[src/rtl/ramb16_s4_byte_port.sv]
// Byte-wide initiator for one S4 (4-bit x 4096) block RAM port: each byte
// request becomes two nibble accesses. Optional write ack: RAMB16_S4_BYTE_PORT_WR_ACK_EN.
module ramb16_s4_byte_port (
   input  logic        clk,
   input  logic        rst,
   input  logic        req_valid,
   output logic        req_ready,
   input  logic        req_we,
   input  logic [10:0] req_addr,
   input  logic [7:0]  req_wdata,
   output logic        rsp_valid,
   input  logic        rsp_ready,
   output logic [7:0]  rsp_rdata,
   output logic [11:0] ram_addr,
   output logic [3:0]  ram_di,
   output logic        ram_en,
   output logic        ram_we,
   output logic        ram_ssr,
   input  logic [3:0]  ram_do
);

   localparam int unsigned BYTE_AW = 11;
   localparam int unsigned NIB_W   = 4;

   typedef enum logic [2:0] {
      IDLE,
      WR_LO,
      WR_HI,
      RD_LO,
      RD_HI,
      RD_CAP,
      RSP
   } state_t;

   state_t               state;
   logic [BYTE_AW-1:0]   addr_q;
   logic [NIB_W-1:0]     wdata_hi_q;
   logic [NIB_W-1:0]     rdata_lo_q;

   assign ram_ssr = 1'b0;

   // Sequencer; RAM strobes are loaded one edge ahead so they line up with the state they belong to
   always_ff @(posedge clk or posedge rst) begin
      if (rst) begin
         state      <= IDLE;
         addr_q     <= '0;
         wdata_hi_q <= '0;
         rdata_lo_q <= '0;
         req_ready  <= 1'b0;
         rsp_valid  <= 1'b0;
         rsp_rdata  <= '0;
         ram_addr   <= '0;
         ram_di     <= '0;
         ram_en     <= 1'b0;
         ram_we     <= 1'b0;
      end else begin
         case (state)
            IDLE: begin
               if (req_valid && req_ready) begin
                  addr_q     <= req_addr;
                  wdata_hi_q <= req_wdata[7:4];
                  req_ready  <= 1'b0;
                  ram_en     <= 1'b1;
                  ram_addr   <= {req_addr, 1'b0};
                  if (req_we) begin
                     state  <= WR_LO;
                     ram_we <= 1'b1;
                     ram_di <= req_wdata[3:0];
                  end else begin
                     state  <= RD_LO;
                     ram_we <= 1'b0;
                     ram_di <= '0;
                  end
               end else begin
                  req_ready <= 1'b1;
               end
            end
            WR_LO: begin
               state    <= WR_HI;
               ram_addr <= {addr_q, 1'b1};
               ram_di   <= wdata_hi_q;
            end
            WR_HI: begin
               ram_en <= 1'b0;
               ram_we <= 1'b0;
               ram_di <= '0;
`ifdef RAMB16_S4_BYTE_PORT_WR_ACK_EN
               state     <= RSP;
               rsp_valid <= 1'b1;
               rsp_rdata <= '0;
`else
               state     <= IDLE;
               req_ready <= 1'b1;
`endif
            end
            RD_LO: begin
               state    <= RD_HI;
               ram_addr <= {addr_q, 1'b1};
            end
            RD_HI: begin
               // RAM output register holds the low nibble during this state
               rdata_lo_q <= ram_do;
               ram_en     <= 1'b0;
               state      <= RD_CAP;
            end
            RD_CAP: begin
               rsp_rdata <= {ram_do, rdata_lo_q};
               rsp_valid <= 1'b1;
               state     <= RSP;
            end
            RSP: begin
               if (rsp_ready) begin
                  rsp_valid <= 1'b0;
                  req_ready <= 1'b1;
                  state     <= IDLE;
               end
            end
            default: begin
               state     <= IDLE;
               req_ready <= 1'b0;
               rsp_valid <= 1'b0;
               ram_en    <= 1'b0;
               ram_we    <= 1'b0;
               ram_di    <= '0;
            end
         endcase
      end
   end

endmodule

[config.mk]
export PLATFORM = sky130hd
export DESIGN_NAME = ramb16_s4_byte_port
export DESIGN_NICKNAME = d
export VERILOG_FILES = /design/src/rtl/ramb16_s4_byte_port.sv
export SDC_FILE = /design/constraint.sdc
export NUM_CORES = 1
export LEC_CHECK = 0
export BUFFER_PORTS_ARGS = -buffer_cell sky130_fd_sc_hd__buf_2
export CAP_MARGIN = 5
export CORE_MARGIN = 3
export CORE_UTILIZATION = 52
export CTS_CLUSTER_DIAMETER = 40
export CTS_CLUSTER_SIZE = 12
export DETAILED_ROUTE_END_ITERATION = 12
export PLACE_DENSITY = 0.77
export REMOVE_ABC_BUFFERS = 1
export SLEW_MARGIN = 20
export SYNTH_ARGS = -nofsm -noshare
export SYNTH_HDL_FRONTEND = slang
export SYNTH_SLANG_ARGS = --single-unit
[constraint.sdc]
create_clock -name clk -period 2 [get_ports clk]
set_input_delay 0.2 -clock clk [delete_from_list [all_inputs] [get_ports clk]]
set_output_delay 0.2 -clock clk [all_outputs]
set_load 0.05 [all_outputs]
==> impl_metrics.csv <==
group,metric,value,unit
sta,worst-slew-pin-transition,612,ps
sta,setup_slack,361,ps
sta,tns,0,ps
critical_path,timing.reg2reg.setup_slack,360,ps
grt,busiest_layer,"met2",
grt,grt_max_degree,51,
die,io_pins,57,
final_layout,final_cell_area,2630,µm²
critical_path,rr_endpoint,"ram_addr[9]",
critical_path,ff2ff_path_depth,4,
critical_path,r2r_start,"state[2]",
critical_path,crit_chain,"buf_4 -> and2b_1 -> o21ba_2 -> a221o_1",
sta,fin_skew,7.98,ps
sta,period_needed,1640,ps
clock_network,cts_resized,0,
sta,whs,52.7,ps
die,coreArea,4060,µm²
detailed_routing,ant_nets,0,
synth,ys_seq_area_frac,0.563,
clock_network,cts_made_buffers,5,
power,peakVddDrop,0.938,mV
critical_path,crit_buf_inv,1,
critical_path,arrival,1820,ps
critical_path,end_kind,"register",
grt,met2_usage,0.271,
place,dp.cells,269,
sta,hold_violations,0,
synth,synth.most_common_cell,"dfrtp_1",
sta,fmax,0.610,GHz
critical_path,required,2180,ps
final_layout,drive_gt1_frac,0.478,
detailed_routing,routedWlPerCell,15.1,µm
die,fp.dieW,71.4,µm
synth,synthTopCellsByCount,"dfrtp_1, mux2_2, a221o_1, and2_1, mux2_4",
critical_path,critPathTopFamily,"compound AO/OA/AOI/OAI gates",
power,leakage,1.27,nW
synth,netlist.area_leader.share,0.563,
critical_path,crit_path_start_kind,"register",
critical_path,worst-path-stages,4,
synth,synth_edf_count,0,
die,dieArea,5090,µm²
synth,ys_ff_latch,50,
synth,postSynthCellCount,166,
critical_path,cpPeakStageDelay,380,ps
synth,ys.flop_type,"dfrtp_1",
clock_network,clock_latency,300,ps
power,power,5.01,mW
synth,async_reset_ff_frac,1.00,
final_layout,antennaDiodeCount,0,
place,portBuffers,55,
die,initial_core_util,0.547,
place,hpwl,2.94,mm
sta,setup_viol_count_final,0,
grt,grt_pass1_vias,1538,
detailed_routing,wirelength,4.17,mm
synth,yosysWarnings,0,
hold_path,hold_class,"primary input to asynchronous set/reset pin",
sta,period_share,0.819,
critical_path,crit_start,"state[2]",
detailed_routing,drtPass1Iterations,4,
critical_path,critPathMaxFanout,13,
grt,overflow,0,
status,run_status,"completed",
clock_network,cts-htree-levels,2,
flow_run,timing.max_cap.violations,0,
final_layout,final_cell_count_no_fill,276,
synth,yosysTopAreaCell,"dfrtp_1",
clock_network,clk_pin_slew,90,ps
synth,avgSynthCellArea,13.4,µm²
clock_network,cts.sinks,50,
place,placed_area,2550,µm²
clock_network,tritoncts,"built",
final_layout,final_core_util,0.649,
clock_network,holdBufCountCts,0,
detailed_routing,vias,1495,
sta,maxSlewHeadroom,0.592,
critical_path,slowest_stage,"dfrtp_1",
detailed_routing,drc,0,
place,place_ws,359,ps
detailed_routing,routed_via_density,5.42,
grt,antenna_found_initial,0,
clock_network,postCtsSetupBuffers,0,
synth,netlist_area,2220,µm²
grt,use_met3,0.0561,
final_layout,syn2layout_area_growth,18.5,%
final_layout,nets,254,
clock_network,clockBufferDepth,2,
critical_path,worstSetupEndpoint,"ram_addr[9]",
grt,grt_usage,0.182,
sta,report.final.slew_viol_count,0,
grt,grt_use_met1,0.259,
synth,synthTopCellsByArea,"dfrtp_1, mux2_2, a221o_1",
clock_network,cts_root_buf,"clkbuf_8",
synth,ys_types,35,
grt,grt_pass1_wl,7.32,mm
sta,rsz0062_at_grt,"false",
power,powerDensity,1900,nW/µm²
detailed_routing,first_iter_violations,107,
die,fp.dieH,71.4,µm
die,rows,23,
critical_path,path_class,"register to register",
place,gp_congestion,0.865,
-- state kept, by name, indices dropped and copies added, names as in the netlist --
name / flops
ram_addr: 12
addr_q: 11
rsp_rdata: 8
ram_di: 4
rdata_lo_q: 4
wdata_hi_q: 4
state: 3
ram_en: 1
ram_we: 1
req_ready: 1
rsp_valid: 1
-- worst register-to-register path, cell delays in order, from the launching register on --
cell	delay, ps
dfrtp_1	380
buf_4	170
and2b_1	350
o21ba_2	290
a221o_1	320
-- cell usage in the layout, fill, tap and decap left out, types with 2 or more instances in the layout --
cell type   n
or3_1       2
inv_2       2
nor3_1      2
a31oi_1     2
o21ai_0     3
buf_4      10
nand3b_1    4
dfrtp_1    50
nand2_1     7
a211oi_1    2
a21oi_1     7
clkbuf_8    5
buf_2      55
clkinv_2    2
mux2_2     23
mux2_4      8
a221o_1    15
and2_1     11
-- power breakdown --
part / internal, mW / switching, mW / leakage [nW]
sequential: 1.51 / 0.266 / 0.604
clock: 0.235 / 0.310 / 0.0438
combinational: 1.02 / 1.67 / 0.623
-- final cells by class --
type | count | area (µm²)
Clock buffer | 5 | 68.8
Clock inverter | 2 | 10.0
Sequential cell | 50 | 1250
Multi-Input combinational cell | 101 | 878
Fill cell | 339 | 1430
Timing Repair Buffer | 65 | 350
Inverter | 3 | 11.3
Tap cell | 50 | 62.6
-- worst min path at each step --
stage                         endpoint  slack, ps  depth (start not counted)
final                      ram_addr[6]         50                          3
after global routing      rsp_rdata[3]        100                          3
after CTS                  ram_addr[1]         60                          3
after detailed placement   ram_addr[6]        400                          3
after global placement     ram_addr[6]        390                          3
after floorplan                 ram_we        330                          1
-- routing by layer --
layer	wire length [µm]	share of wire
met1	2040	0.49
met2	1830	0.44
met3	248	0.060
met4	44	0.011
met5	0	0
-- kinds of logic (layout without fill, tap and decap cells) --
logic type | after synthesis | after routing | share of synthesized area
compound gates | 36 | 36 | 0.128
buf+inv | 15 | 75 | 0.0411
other cells | 1 | 1 | 0.00169
mux | 31 | 31 | 0.171
xor+xnor | 1 | 1 | 0.00394
flops | 50 | 50 | 0.563
simple gates | 32 | 32 | 0.0907
(Power assumes the default switching activity.)
